### src/rtl/debounce_pkg.sv
// Shared types and default parameters for the two-channel input debouncer.
// Optional edge-pulse outputs are enabled with DEBOUNCE_EDGE_PULSE_EN.
package debounce_pkg;

  // 10 ms at 100 MHz.
  localparam int unsigned DefaultDebounceCycles = 1000000;
  localparam int unsigned DefaultSyncStages     = 2;

  typedef enum logic [1:0] {
    STABLE_LOW  = 2'd0,
    WAIT_HIGH   = 2'd1,
    STABLE_HIGH = 2'd2,
    WAIT_LOW    = 2'd3
  } debounce_state_e;

endpackage

### src/rtl/debounce_channel.sv
// One debounce channel: synchroniser, stability counter and four-state FSM.
// With DEBOUNCE_EDGE_PULSE_EN defined, also emits one-cycle rise/fall pulses.
module debounce_channel
  import debounce_pkg::*;
#(
  parameter int unsigned DEBOUNCE_CYCLES = DefaultDebounceCycles,
  parameter int unsigned SYNC_STAGES     = DefaultSyncStages
) (
  input  logic clk,
  input  logic rst,
  input  logic btn_i,
`ifdef DEBOUNCE_EDGE_PULSE_EN
  output logic rise_o,
  output logic fall_o,
`endif
  output logic out_o
);

  localparam int unsigned CntW = $clog2(DEBOUNCE_CYCLES + 1);
  localparam logic [CntW-1:0] CntMax = CntW'(DEBOUNCE_CYCLES - 1);

  logic [SYNC_STAGES-1:0] sync_q;
  logic                   s;
  debounce_state_e        state_q, state_d;
  logic [CntW-1:0]        cnt_q, cnt_d;
  logic                   out_q, out_d;

  assign s = sync_q[SYNC_STAGES-1];

  always_ff @(posedge clk) begin
    if (rst) begin
      sync_q  <= '0;
      state_q <= STABLE_LOW;
      cnt_q   <= '0;
      out_q   <= 1'b0;
    end else begin
      sync_q  <= {sync_q[SYNC_STAGES-2:0], btn_i};
      state_q <= state_d;
      cnt_q   <= cnt_d;
      out_q   <= out_d;
    end
  end

  always_comb begin
    state_d = state_q;
    cnt_d   = cnt_q;
    out_d   = out_q;
    case (state_q)
      STABLE_LOW: begin
        if (s) begin
          state_d = WAIT_HIGH;
          cnt_d   = '0;
        end
      end
      WAIT_HIGH: begin
        // Any low sample rejects the candidate and restarts the count.
        if (!s) begin
          state_d = STABLE_LOW;
          cnt_d   = '0;
        end else if (cnt_q == CntMax) begin
          state_d = STABLE_HIGH;
          cnt_d   = '0;
          out_d   = 1'b1;
        end else begin
          cnt_d = cnt_q + CntW'(1);
        end
      end
      STABLE_HIGH: begin
        if (!s) begin
          state_d = WAIT_LOW;
          cnt_d   = '0;
        end
      end
      WAIT_LOW: begin
        if (s) begin
          state_d = STABLE_HIGH;
          cnt_d   = '0;
        end else if (cnt_q == CntMax) begin
          state_d = STABLE_LOW;
          cnt_d   = '0;
          out_d   = 1'b0;
        end else begin
          cnt_d = cnt_q + CntW'(1);
        end
      end
      default: begin
        state_d = STABLE_LOW;
        cnt_d   = '0;
        out_d   = 1'b0;
      end
    endcase
  end

  assign out_o = out_q;

`ifdef DEBOUNCE_EDGE_PULSE_EN
  logic rise_q, fall_q;

  // Registered alongside out_q so each pulse lines up with the new level.
  always_ff @(posedge clk) begin
    if (rst) begin
      rise_q <= 1'b0;
      fall_q <= 1'b0;
    end else begin
      rise_q <= out_d & ~out_q;
      fall_q <= ~out_d & out_q;
    end
  end

  assign rise_o = rise_q;
  assign fall_o = fall_q;
`endif

endmodule

### src/rtl/input_debouncer.sv
// Two independent debounce channels feeding the gate inputs in_a / in_b.
// Define DEBOUNCE_EDGE_PULSE_EN to add rise_a/rise_b/fall_a/fall_b pulse outputs.
module input_debouncer
  import debounce_pkg::*;
#(
  parameter int unsigned DEBOUNCE_CYCLES = DefaultDebounceCycles,
  parameter int unsigned SYNC_STAGES     = DefaultSyncStages
) (
  input  logic clk,
  input  logic rst,
  input  logic btn_a,
  input  logic btn_b,
`ifdef DEBOUNCE_EDGE_PULSE_EN
  output logic rise_a,
  output logic rise_b,
  output logic fall_a,
  output logic fall_b,
`endif
  output logic out_a,
  output logic out_b
);

  debounce_channel #(
    .DEBOUNCE_CYCLES(DEBOUNCE_CYCLES),
    .SYNC_STAGES    (SYNC_STAGES)
  ) u_chan_a (
    .clk   (clk),
    .rst   (rst),
    .btn_i (btn_a),
`ifdef DEBOUNCE_EDGE_PULSE_EN
    .rise_o(rise_a),
    .fall_o(fall_a),
`endif
    .out_o (out_a)
  );

  debounce_channel #(
    .DEBOUNCE_CYCLES(DEBOUNCE_CYCLES),
    .SYNC_STAGES    (SYNC_STAGES)
  ) u_chan_b (
    .clk   (clk),
    .rst   (rst),
    .btn_i (btn_b),
`ifdef DEBOUNCE_EDGE_PULSE_EN
    .rise_o(rise_b),
    .fall_o(fall_b),
`endif
    .out_o (out_b)
  );

endmodule

### config.mk
export PLATFORM = sky130hd
export DESIGN_NAME = input_debouncer
export DESIGN_NICKNAME = d
export VERILOG_FILES = /design/src/rtl/debounce_pkg.sv /design/src/rtl/debounce_channel.sv /design/src/rtl/input_debouncer.sv
export SDC_FILE = /design/constraint.sdc
export NUM_CORES = 1
export LEC_CHECK = 0
export BUFFER_PORTS_ARGS = -buffer_cell sky130_fd_sc_hd__buf_2
export CAP_MARGIN = 30
export CELL_PAD_IN_SITES_DETAIL_PLACEMENT = 1
export CELL_PAD_IN_SITES_GLOBAL_PLACEMENT = 1
export CORE_UTILIZATION = 51
export CTS_CLUSTER_SIZE = 10
export DETAILED_ROUTE_END_ITERATION = 6
export PLACE_DENSITY_LB_ADDON = 0.08
export SYNTH_ARGS = -nofsm -noshare
export SYNTH_HDL_FRONTEND = slang
export SYNTH_SLANG_ARGS = --single-unit
### constraint.sdc
create_clock -name clk -period 4.1 [get_ports clk]
set_input_delay 0.82 -clock clk [delete_from_list [all_inputs] [get_ports clk]]
set_output_delay 0.82 -clock clk [all_outputs]
set_load 0.02 [all_outputs]
# ---- Yosys cells after proc, flatten, opt, wreduce, memory -nomap -nowiden
# Cells that the tools add are included.
dict set report classes {
  n_eq_ne 24
  mux 36
  add_sub_neg 2
  n_reduce_logical 10
}
# op count
set ops {}
lappend ops {{$mux 20} 10}
lappend ops {{$pmux 20 s4} 2}
lappend ops {{$add 20x1->20 const B} 2}
lappend ops {{$eq 20x20->1 const B} 2}
lappend ops {{$mux 2} 12}
lappend ops {{$ne 2x1->1 const B} 8}
lappend ops {{$pmux 2 s4} 2}
lappend ops {{$reduce_and 5->1} 2}
lappend ops {{$eq 2x2->1 const B} 4}
lappend ops {{$mux 1} 8}
lappend ops {{$ne 2x2->1 const B} 4}
lappend ops {{$reduce_and 4->1} 2}
lappend ops {{$ne 3x1->1 const B} 2}
lappend ops {{$ne 3x3->1 const B} 2}
lappend ops {{$eq 2x1->1 const B} 2}
lappend ops {{$logic_not 2->1} 2}
lappend ops {{$pmux 1 s2} 2}
lappend ops {{$reduce_and 2->1} 2}
lappend ops {{$reduce_bool 2->1} 2}
dict set report word_totals {
  elab_cells 80
  ff_bits 50
  out_inout_bits 2
  input_bits 4
}

# ---- Longest topological paths before layout
# Gate-level depths: netlist (run 1).
dict set report logic_depth {
  ltp_word 4
  ltp_mapped 8
  ltp_nobuf 6
}

# ---- Hierarchy
# From an unflattened synthesis (run 1), not the netlist that was laid out.
dict set report hier_totals {
  cells_unflattened 307
  area_unflattened_um2 2502.4
}
# module cells_per_inst seq_area_each_um2 area_each_um2 n_inst
set by_module_without_submodules {}
lappend by_module_without_submodules {{debounce_channel at u_chan_b} 154 500.5 1265.0 1}
lappend by_module_without_submodules {{debounce_channel at u_chan_a} 153 500.5 1237.4 1}

# ---- Worst setup path after synthesis (run 1)
# OpenSTA, ideal clock, no wires.
dict set report synth_path {
  path_type {input to register}
  startpoint {input port rst}
  endpoint {register u_chan_b.cnt_q[12]}
  path_buffers 1
  arrival_ns 1.875
  path_slack_ns 2.138
  setup_time_ns 0.087
  cell_stages 4
  required_time_ns 4.013
  cell_sequence {clkbuf_1 > nor3_1 > a22oi_1 > o31ai_1}
}
# element line_no
set synth_lines {}
lappend synth_lines {{start: declaration} input_debouncer.sv:10} ;# input logic rst,
lappend synth_lines {{end signal: assignment} debounce_channel.sv:39} ;# cnt_q <= cnt_d;
lappend synth_lines {{end: declaration} debounce_channel.sv:25} ;# logic [CntW-1:0] cnt_q, cnt_d;

# ---- Worst setup path in the final report (run 1)
dict set report layout_path {
  startpoint {register u_chan_a.cnt_q[0]}
  endpoint {register u_chan_a.cnt_q[18]}
}
dict set report layout_via {
  elab_chain_len 4
  word_cells_on_any_way 6
  cone_classes {add/sub (1); eq/ne (1); mux (4)}
}
# element line_no
set layout_rtl {}
lappend layout_rtl {{start: declaration} debounce_channel.sv:25}
lappend layout_rtl {{start signal: assignment} debounce_channel.sv:39}
lappend layout_rtl {{$add 20x1->20 / $eq 20x20->1 (equally long branches)} -}
lappend layout_rtl {{$mux 20 (*)} {debounce_channel.sv:60, debounce_channel.sv:78}}
lappend layout_rtl {{$mux 20, on equally long branches} {debounce_channel.sv:75, debounce_channel.sv:57}}
lappend layout_rtl {{$pmux 20 s4 (*)} debounce_channel.sv:48} ;# case (state_q)
# Every way passes the cells marked *; elsewhere a longest branch is shown, timed or not.
# A chain may end at the register's enable or synchronous reset.

==> impl.org, run 1 <==
** Place
- I/O Buffers :: 5
- Area post-placement :: roughly 0.0026 mm2
- Detailed placement finished with a half-perimeter wire length of 3970 um.
- The congestion estimate from routability-driven global placement came to approximately 0.76.

** Status
- Status :: finished clean

** Clocking
- Total CTS buffers :: 5
- The clock passes through at most 2 buffers.
- # Post-CTS Setup Buffers :: 0
- Clock-pin slew was measured on the worst setup and hold paths at 0.10 ns.
- The number of hold buffers added after CTS was 0.
- The root buffer cell chosen for the clock tree is clkbuf_8.
- In this run the number of H-tree levels came out at 2.
- TritonCTS clock tree :: yes
- After clock tree synthesis, the repair step resized 0 gates.
- Clock tree synthesis found a total of 50 sinks.
- Clk_lat worst skew :: 0.31 ns

** GRT
- For met3 alone, demand over resource in global routing was 5.14%.
- Global routing usage on met2 :: 34.5%
- Global routing used 34.8% of the available met1 tracks.
- Entering global routing, the biggest net connects 32 pins.
- After global routing the overflow that remains totals 0.
- Wire length of the first global-routing pass :: 9720 um
- Global routing's busiest layer :: met1
- Global routing consumed, over all layers together, between 20% and 30% of the routing resources.
- The initial antenna violation count was 0.
- Number of global-route vias before repair :: 2031

** Timing
- On the final layout, the worst clock skew is 0.00879 ns.
- Max Slew Vio Count :: 0
- Count of final setup violators :: 0
- Number of hold-slack violations in the final timing report :: 0
- Headroom to the max-slew limit came out at 49.8%.
- RSZ-0062 raised after global routing :: no
- Minimum hold slack :: 0.451 ns
- Pin slew with the least headroom to its limit :: roughly 0.75 ns
- Final critical delay including setup and external delays :: roughly 2.1 ns
- Adding up every negative setup slack in the final design gives 0 ns.
- Crit share post-route :: 51.6%
- Max Clock Freq :: 473 MHz

** Logic synthesis
- The mapped netlist covers between 0.002 and 0.003 mm2.
- Yosys warning count :: 0
- In the post-synthesis netlist, the biggest area contributors are dfxtp_1 40%, nand2_1 5.4%, nand3_1 5.4%, a31oi_1 4.2%, a21oi_1 4.0%.
- Summed over its instances, the top area cell type makes up 39.9% of the synthesized netlist area.
- Of the post-synthesis cell area, the part taken by muxes is 3.19%.
- The netlist uses 44 different library cells.
- Syn avg cell area :: 8.36 um2
- Simple-gate area share of the yosys netlist :: a little under a third
- After Yosys synthesis, full adders, half adders and majority gates account for 1.50% of the synthesized area.
- When the netlist entered floorplanning its net count stood at ~300.
- Dominant synthesized flop cell :: dfxtp_1
- Most used standard cells in the synthesized netlist :: 50 x dfxtp_1, 36 x nand2_1, 27 x nand3_1, 22 x nor2_1, 20 x a21oi_1
- Counting flops with an async set or reset pin after synthesis yields a share of 0%.
- Of the total synthesized cell area, the portion taken by XOR and XNOR cells is 3.49%.
- Of the synthesized area, sequential elements account for 39.9%.
- Summing the areas of all compound-gate instances in the mapped netlist gives 17.9% of the synthesized area.
- Area leader, netlist :: dfxtp_1
- The cell count after synthesis came out at 300.
- Leading cell type by number of instances after synthesis :: dfxtp_1
- Synthesis inferred 50 register bits.
- Number of flops mapped to enable cells by yosys :: 0
- After synthesis, the largest family of logic cells by area is simple AND/OR/NAND/NOR gates.

** Floorplanning
- The initial utilization of the core area, before any placement, comes to 53.1%.
- I/O pins :: 6
- The die is 72.1 um wide.
- Die Height :: 72.1 um
- The total area inside the core boundary comes to 0.00472 mm2.
- Die Outline Area :: 0.00520 mm2
- Number of placement rows :: 25

** Run
- Maximum Capacitance Violations :: 0

** Drt
- Initial DRC count :: 119
- DRT antenna net count :: 0
- Dividing the detail-routed via count by the number of cells gives 5.90.
- Detailed routing inserted a total of 2189 vias.
- Routed WL per cell :: 15.5 um
- DRC violation count after routing :: 0
- Number of iterations in the first detailed-routing pass :: 4
- Wires add up to 5740 um.

** Setup path
- The slowest stage of the critical path belongs to the cell nor3_1.
- The critical path goes through ha_1, nand4_1, nor3_1, nand3_1, xnor2_1, a22o_1.
- The worst setup path is of the reg2reg kind.
- Type of element capturing the critical path :: flop
- Launching element type of the critical path :: flop
- In this run the worst path has a maximum fanout of 7.
- CP peak stage delay :: 0.66 ns
- For the worst setup path, the data required time is 4.32 ns.
- At the worst endpoint, the arrival time is 2.33 ns.

** Cells and area
- 0 antenna diodes ended up in the layout.
- Share of post-route cells with drive strength above 1 :: under 10%
- Compared with the post-synthesis result, the final layout area differs by 5.94%.
- With fillers left out, the area of the finished cells amounts to 0.00266 mm2.
- The final layout contains 310 nets.

** Pwr
- Leak Pwr :: 0.901 nW
- The worst-case IR drop observed on VDD is ~0.19 mV.
- Dividing total power by cell area gives a power density of 312 mW/mm2.

** Worst hold path
- The min-delay analysis places its worst path in the category reg2reg.
==> cell usage in the layout (no fill, tap or decap), drive strengths merged, types with 4 or more instances in the layout <==
| cell | instances |
|---|---|
| a22o | 6 |
| nor3 | 11 |
| dfxtp | 50 |
| a21oi | 20 |
| inv | 6 |
| xnor2 | 5 |
| o21ai | 9 |
| xor2 | 5 |
| mux2i | 8 |
| a31oi | 17 |
| and3 | 6 |
| nand4 | 10 |
| nor2 | 22 |
| a41oi | 4 |
| nor2b | 6 |
| nand2 | 36 |
| buf | 9 |
| and4 | 5 |
| clkbuf | 6 |
| nand3 | 27 |
==> worst max-delay path, delay by kind of cell (launching register included) <==
kind / cells / cell delay (ns)
xor gates and xnor gates: 1 / 0.16
and+or+nand+nor: 3 / 1.01
adders and majority gates: 1 / 0.25
AOI/OAI and AO/OA: 1 / 0.19
DFF: 1 / 0.41
==> state kept, by name (all words and copies together), names as in the netlist, named ones only <==
register	count
u_chan_a.sync_q	2
u_chan_a.state_q	1
u_chan_b.sync_q	2
u_chan_a.out_o	1
u_chan_a.cnt_q	20
u_chan_b.cnt_q	20
u_chan_b.out_o	1
u_chan_b.state_q	1
==> through the flow <==
| stage | std cells | setup slack (ns) | utilization, % | total power [mW] |
|---|---|---|---|---|
| final | 371 | 1.98 | 56.2 | 0.828 |
| after detailed placement | 363 | 2.03 | 54.4 | 0.543 |
| after global routing | 371 | 1.76 | 56.2 | 0.856 |
| after global placement | 363 | 2.08 | 54.4 | 0.541 |
| after floorplan | 300 | 2.14 | - | 0.529 |
| after CTS | 371 | 1.98 | 56.2 | 0.833 |
==> kinds of logic after synthesis <==
| kind of cell | after synthesis |
|---|---|
| muxes | 8 |
| and+or+nand+nor | 141 |
| buffers and inverters | 19 |
| adders and majority gates | 3 |
| AOI/OAI and AO/OA | 69 |
| xor gates and xnor gates | 10 |
| DFF | 50 |
==> power breakdown <==
| group | switching (mW) | leakage [nW] | internal, mW |
|---|---|---|---|
| logic | 0.0262 | 0.452 | 0.0116 |
| clock network | 0.176 | 0.0452 | 0.121 |
| registers | 0.00386 | 0.404 | 0.490 |
==> worst paths after layout <==
kind / start / to / slack (ns) / cells after the start
hold / removal: u_chan_b.sync_q[0] / u_chan_b.sync_q[1] / 0.45 / 1
setup / recovery: u_chan_a.cnt_q[0] / u_chan_a.cnt_q[18] / 1.98 / 6
setup reg to reg: u_chan_a.cnt_q[0] / u_chan_a.cnt_q[18] / 1.98 / 6
hold reg to reg: u_chan_b.sync_q[0] / u_chan_b.sync_q[1] / 0.45 / 1
==> metal layers <==
layer / vias to the layer above / routed length, um
li1: 1116 / -
met1: 1050 / 3060
met2: 17 / 2510
met3: 6 / 128
met4: 0 / 42
met5: - / 0
==> final cells by class <==
cell class              instances  area [um2]
clock buffers                   6        72.6
fillers                       598        2070
multi-input cells             231        1410
flip-flops and latches         50        1000
well taps                      67        83.8
clock inverters                 2        13.8
inverters                       6        22.5
repair buffers                  9        55.1
Note: power is estimated with default switching activity, not from simulation.
==> run 2, diff against run 1 <==
CORE_UTILIZATION = 47   (was 51)
clock period = 2.1 ns   (was 4.1 ns; I/O delays follow)
==> impl.org, run 2 (synthesis results as in run 1) <==
** Drt
- The number of antenna-violating nets in the routed design was 0 (unchanged).
- Via count of the routed design :: 2342 (+7.0%)
- The iteration-0 DRC count of the detailed router came to 132 (+11%).
- The number of optimization iterations in the first detailed-route pass is 4 (unchanged).
- The residual DRC count came to 0 (unchanged).
- The via count normalized by instance count is 5.91 (+0.24%).
- The post-detailed-routing wire length came to 6380 um (+11%).
- The routed wirelength normalized by instance count is 16.1 um (+4.1%).

** Setup path
- Worst path most repeated cell :: and4_1
- The arrival time at the worst endpoint came to 2.20 ns (-0.13 ns).
- CP peak stage delay :: 0.35 ns (-0.31 ns)
- The signal on the critical path passes through ha_1, and4_1, and4_1, a211oi_2, buf_12, or2b_1, a31oi_1.
- Combined buffer and inverter count along the critical path :: 1 (+1)
- The critical path is of the reg2reg type.
- Crit-path max FO :: 31 (+24)
- Launching element type of the critical path :: flop
- The worst setup path is captured at a flop.
- Grouping stages by cell kind, the critical path spends the most delay in simple AND/OR/NAND/NOR gates.
- Worst endpoint required time :: 2.33 ns (-1.99 ns)
- The largest individual stage delay along the critical path comes from the cell dfxtp_2.

** Clocking
- The CTS sink count was 50 (unchanged).
- Clock slew at reported path FFs :: 0.09 ns (about the same)
- Buffers from clock root to sink, at most :: 2 (unchanged)
- Htree depth :: 2 (unchanged)
- The later-pin clock latency in the skew report was 0.30 ns (about the same).
- TritonCTS built the clock tree.
- Root Driver :: clkbuf_8
- The number of instances resized during post-cts repair was 0 (unchanged).
- The count of hold-fix buffers inserted at cts is 0 (unchanged).
- The setup fix buffers added after clock tree synthesis was 0 (unchanged).
- Total CTS buffers :: 5 (unchanged)

** GRT
- The pin count of the biggest net entering global routing came to 32 (unchanged).
- The all-layer global routing usage was 24.2% (+0.55 points).
- The first-pass GRT wire length came to 10400 um (+7.2%).
- The total grt overflow was 0 (unchanged).
- The initial antenna violation count came to 0 (unchanged).
- Number of global-route vias before repair :: 2208 (+8.7%)

** Timing
- The worst slew margin relative to its limit was 68.8% (+19 points).
- The final setup skew is 0.00274 ns (-0.00605 ns).
- Setup total negative slack :: 0 ns (unchanged)
- The highest clock frequency the design can meet is 506 MHz (+7.1%).
- The final hold slack came to 0.321 ns (-0.130 ns).
- RSZ-0062 raised after global routing :: no
- Count of final setup violators :: 0 (unchanged)
- Pin slew with the least headroom to its limit :: 0.468 ns (-0.279 ns)
- The part of the cycle the worst path needs came to 94.1% (+42 points).
- The setup slack of the critical path after layout came to 0.124 ns (-1.86 ns).
- The max-slew violation count came to 0 (unchanged).
- The final number of hold-violating endpoints was 0 (unchanged).
- The shortest period the worst path allows is 1.98 ns (-0.140 ns).

** Cells and area
- Final instance area :: 0.00290 mm2 (+9.1%)
- Largest registers ranked by flip-flop count :: u_chan_a.cnt_q: 20 flops, u_chan_b.cnt_q: 20 flops
- Area added between synthesis and finish :: 15.6%
- Most frequent cells in the layout :: 49 x dfxtp_1, 36 x nand2_1, 27 x nand3_1
- The ratio of cells with drive above 1 in the final layout is 13.8% (+6.9 points).
- Number of nets in the layout :: 332 (+7.1%)
- The count of inserted antenna diode cells came to 0 (unchanged).
- The library cell used most frequently in the layout, excluding fill and tap cells, is dfxtp_1.

** Pwr
- The post-layout total power came to 1.86 mW (+120%).
- Power spent charging and discharging nets :: 0.400 mW (+95%)
- The internal cell power was 1.46 mW (+130%).
- The combinational share of power is 4.4% (-0.2 points).
- The proportion of total power due to net switching was 21.5% (-3.3 points).
- The clock network fraction of total power was 43.9% (+8.1 points).
- The fraction of power consumed by sequential logic is 51.8% (-7.8 points).
- The total leakage power came to 1.05 nW (+16%).
- Pwr dens :: 643 mW/mm2 (+110%)
- Worst voltage drop across the vdd grid :: 0.373 mV (+100%)

** Worst hold path
- The path class of the tightest hold or removal check is in2reg.

** Floorplanning
- Die Height :: 75.0 um (+4.1%)
- I/O pins :: 6 (unchanged)
- Die Outline Area :: 0.00563 mm2 (+8.3%)
- The die extent in x was 75.0 um (+4.1%).
- Core Region :: 0.00511 mm2 (+8.1%)
- The initial core utilization was 49.1% (-4.0 points).
- The floorplan row count came to 26 (+4.0%).

** Place
- Detailed placement HPWL :: 4470 um (+13%)
- The final weighted congestion of routability-driven global placement came to 0.798 (+5.3%).
- The worst setup timing slack at the placement stage was 0.122 ns (-1.91 ns).
- Area post-placement :: 0.00275 mm2 (+7.1%)
- I/O Buffers :: 5 (unchanged)

** Status
- Status :: finished clean

** Run
- Maximum Capacitance Violations :: 0 (unchanged)
==> run 2: cell count changes in the layout (fill, tap and decap cells not counted), sizes merged <==
cell	previous run	this run
clkbuf	6	5
buf	9	31
bufinv	0	2
clkinv	2	1
==> run 2: cell type report <==
| cell class | count | area (um2) |
|---|---|---|
| Multi-Input combinational cell | 231 | 1420 |
| Sequential cell | 50 | 1000 |
| Fill cell | 656 | 2210 |
| Tap cell | 70 | 87.6 |
| Clock inverter | 3 | 68.8 |
| Timing Repair Buffer | 31 | 233 |
| Clock buffer | 5 | 68.8 |
| Inverter | 6 | 22.5 |
==> run 2: metrics by stage <==
| step | utilization (%) | cells |
|---|---|---|
| 2_1_floorplan | - | 300 |
| 5_1_grt | 56.7 | 396 |
| 3_3_place_gp | 53.9 | 388 |
| 4_1_cts | 56.6 | 396 |
| 3_5_place_dp | 53.9 | 388 |
| 6_report | 56.7 | 396 |
==> run 2: routing by layer <==
layer	up-vias	track usage [%]	routed length (um)
li1	1160	-	-
met1	1147	33.6	3170
met2	31	39.6	3000
met3	4	4.69	185
met4	0	3.98	28
met5	-	0	0
==> run 2: worst reg2reg max path: cells and delay by family (launching register included) <==
family / cells / cell delay, ns
AOI/OAI and AO/OA: 2 / 0.44
adders and majority gates: 1 / 0.21
DFF: 1 / 0.35
and+or+nand+nor: 3 / 0.68
buffers and inverters: 1 / 0.22
==> run 2: final timing paths <==
check                     startpoint                 end  slack [ns]  cells after the start
setup reg to reg   u_chan_a.cnt_q[0]   u_chan_a.cnt_q[2]        0.12                      7
setup / recovery   u_chan_a.cnt_q[0]   u_chan_a.cnt_q[2]        0.12                      7
hold / removal                 btn_a  u_chan_a.sync_q[0]        0.32                      2
hold reg to reg   u_chan_a.sync_q[0]  u_chan_a.sync_q[1]        0.45                      1
==> run 2: power by group through the flow <==
stage / combinational [mW] / sequential (mW) / clock, mW
3_3_place_gp: 0.0784 / 0.986 / 0
5_1_grt: 0.0891 / 0.966 / 0.870
2_1_floorplan: 0.0477 / 0.985 / 0
4_1_cts: 0.0810 / 0.964 / 0.837
6_report: 0.0812 / 0.964 / 0.817
3_5_place_dp: 0.0804 / 0.986 / 0
==> run 3, diff against run 2 <==
PLACE_DENSITY_LB_ADDON = 0.3   (was 0.08)
==> impl.org, run 3 (synthesis results as in run 1) <==
** Status
- Status :: finished clean

** Timing
- Final critical delay including setup and external delays :: 2.03 ns (+0.0493 ns)
- The final setup skew was 0.00445 ns (+0.00171 ns).
- The setup slack of the critical path after layout came to 0.0747 ns (-0.0493 ns).
- Count of final setup violators :: 0 (unchanged)
- The highest clock frequency the design can meet came to 494 MHz (-2.4%).
- The final hold slack was 0.335 ns (+0.0144 ns).
- The final number of hold-violating endpoints was 0 (unchanged).
- Pin slew with the least headroom to its limit :: 0.539 ns (+0.0707 ns)
- Headroom to the max-slew limit :: 64.0% (-4.8 points)
- The max-slew violation count is 0 (unchanged).
- Crit share post-route :: 96.4% (+2.3 points)

** Clocking
- The post-CTS clock slew at the launch and capture registers of the worst setup and hold paths was 0.09 ns (about the same).
- Root Driver :: clkbuf_8
- Buffers from clock root to sink, at most :: 2 (unchanged)
- Total CTS buffers :: 5 (unchanged)
- Number of clock sinks :: 50 (unchanged)
- Htree depth :: 2 (unchanged)
- TritonCTS clock tree :: yes
- Clk_lat worst skew :: 0.30 ns (about the same)

** Floorplanning
- Initial Utilization :: 49.1% (unchanged)
- The floorplan row count was 26 (unchanged).
- The die extent in x came to 75.0 um (unchanged).
- Die Height :: 75.0 um (unchanged)
- The I/O pin total is 6 (unchanged).
- The overall die area is 0.00563 mm2 (unchanged).
- The floorplan core area was 0.00511 mm2 (unchanged).

** Drt
- The total via count after detailed routing was 2338 (-0.17%).
- Via density :: 5.80 (-1.9%)
- Number of iterations in the first detailed-routing pass :: 4 (unchanged)
- Routed WL per cell :: 16.1 um (-0.29%)
- The iteration-0 DRC count of the detailed router was 110 (-17%).
- The residual DRC count came to 0 (unchanged).
- Total wirelength of the detailed-routed design :: 6480 um (+1.5%)
- DRT antenna net count :: 0 (unchanged)

** Place
- The final weighted congestion of routability-driven global placement was 0.765 (-4.2%).
- Detailed placement HPWL :: 4570 um (+2.2%)
- The count of buffers from port buffering is 5 (unchanged).
- The worst setup timing slack at the placement stage is 0.0630 ns (-0.0587 ns).

** Setup path
- R2R Path Start :: u_chan_a.cnt_q[7]
- The required time reported for the critical path endpoint came to 2.29 ns (-0.04 ns).
- Crit-path max FO :: 17 (-45%)
- Worst setup slack for register-to-register paths :: 0.07 ns (-0.05 ns)
- The worst-case reg-to-reg path depth came to 6 (-1).
- The endpoint identified for the worst register-to-register timing path is u_chan_a.cnt_q[13].
- The setup path with the least slack is of type reg2reg.
- Timing endpoint of the critical path :: u_chan_a.cnt_q[13]
- STA classifies the critical path endpoint as a flop.
- The critical path starts at u_chan_a.cnt_q[7].
- The worst setup path is launched from a flop.
- The arrival time at the worst endpoint came to 2.22 ns (+0.02 ns).

** Pwr
- The total leakage power is 1.08 nW (+3.4%).
- The power density over the cells is 589 mW/mm2 (-8.3%).
- Part of the power in combinational logic :: 4.7% (+0.3 points)
- The proportion of total power due to net switching is 22.3% (+0.80 points).
- Total internal power :: 1.34 mW (-8.4%)
- The net switching component of the power is 0.384 mW (-4.0%).
- Part of the power in the clock network :: 39.4% (-4.5 points)
- The peak supply drop is 0.424 mV (+14%).
- The fraction of power consumed by sequential logic is 55.9% (+4.1 points).

** Worst hold path
- The min-delay analysis places its worst path in the category in2reg.
- Min-Delay Startpoint :: btn_a

** GRT
- Global routing's busiest layer :: met2
- Remaining global-route overflow :: 0 (unchanged)
- Number of global-route vias before repair :: 2184 (-1.1%)
- Met1 routing resource usage after global routing :: 31.9% (-1.7 points)
- The met3 demand-to-capacity share in global routing is 4.82% (+0.13 points).
- Wire length of the first global-routing pass :: 10300 um (-0.80%)
- Total routing usage reported by global routing :: 24.2% (unchanged)
- The initial antenna violation count was 0 (unchanged).
- The pin count of the biggest net entering global routing was 21 (-34%).
- Global routing usage on met2 :: 39.5% (-0.10 points)

** Cells and area
- Number of nets in the layout :: 339 (+2.1%)
- The top cell types in the final layout, fill and taps aside, are 50 x dfxtp_1, 36 x nand2_1, 32 x buf_4.
- The ratio of cells with drive above 1 in the final layout came to 15.0% (+1.2 points).
- Ant diodes :: 0 (unchanged)
- Sequential standard cell area :: 0.00100 mm2 (-0.12%)
- Largest registers ranked by flip-flop count :: u_chan_a.cnt_q: 20 flops, u_chan_b.cnt_q: 20 flops
- The library cell used most frequently in the layout, excluding fill and tap cells, is dfxtp_1.
- The filler cell count came to 664 (+1.2%).
- Footprint of the multi-input gates :: 0.00143 mm2 (+1.2%)
- Area added between synthesis and finish :: 16.7%

** Run
- Maximum Capacitance Violations :: 0 (unchanged)
==> run 3: changes by cell type in the layout (fill, tap and decap cells not counted), sizes merged <==
cell	delta
buf	+7
clkinv	-1
clkbuf	+2
bufinv	-1
==> run 3: power by group through the flow <==
stage / Sequential (mW) / Clock [mW] / Combinational, mW
finish: 0.964 / 0.679 / 0.0810
global route: 0.965 / 0.725 / 0.0882
CTS: 0.964 / 0.691 / 0.0793
detailed placement: 0.986 / 0 / 0.0791
global placement: 0.985 / 0 / 0.0754
floorplan: 0.985 / 0 / 0.0477
==> run 3: what timing repair did <==
item,in CTS,in global routing
resized for setup,0,5
endpoints found under the setup margin,0,6
hold buffers,0,0
buffers inserted,0,0
==> run 3: worst max-delay path: stages (launching register included) <==
cell	delay, ns
dfxtp_1	0.38
or4b_4	0.57
nor4_4	0.35
a211oi_4	0.12
buf_4	0.21
a21oi_1	0.20
a21oi_1	0.09
==> run 3: how the worst min path moves through the flow <==
stage / to / slack (ns) / depth (start not counted)
after CTS: u_chan_a.sync_q[0] / 0.33 / 2
after global routing: u_chan_b.sync_q[0] / 0.33 / 2
after detailed placement: u_chan_a.sync_q[1] / 0.44 / 1
after floorplan: u_chan_a.sync_q[1] / 0.41 / 1
after global placement: u_chan_b.sync_q[1] / 0.42 / 1
final: u_chan_a.sync_q[0] / 0.34 / 2
==> run 3: routing by layer <==
layer	wire length (um)	part of all wire, %
met1	3180	49
met2	3060	47
met3	125	1.9
met4	105	1.6
met5	0	0
==> run 3: per-stage QoR <==
| stage | power (mW) | cell area (um2) | setup TNS [ns] | utilization, % | std cells |
|---|---|---|---|---|---|
| after global routing | 1.78 | 2930 | -0.0221 | 57.3 | 403 |
| after CTS | 1.73 | 2900 | 0 | 56.7 | 403 |
| after detailed placement | 1.06 | 2790 | 0 | 54.7 | 395 |
| final | 1.72 | 2930 | 0 | 57.3 | 403 |
| after floorplan | 1.03 | 2510 | 0 | - | 300 |
| after global placement | 1.06 | 2790 | 0 | 54.7 | 395 |
==> run 3: cell type report <==
cell class / count / share of cell area, %
clock buffers: 7 / 2.61
clock inverters: 1 / 1.03
inverters: 6 / 0.770
multi-input cells: 231 / 49.0
flip-flops and latches: 50 / 34.2
well taps: 70 / 2.99
repair buffers: 38 / 9.45
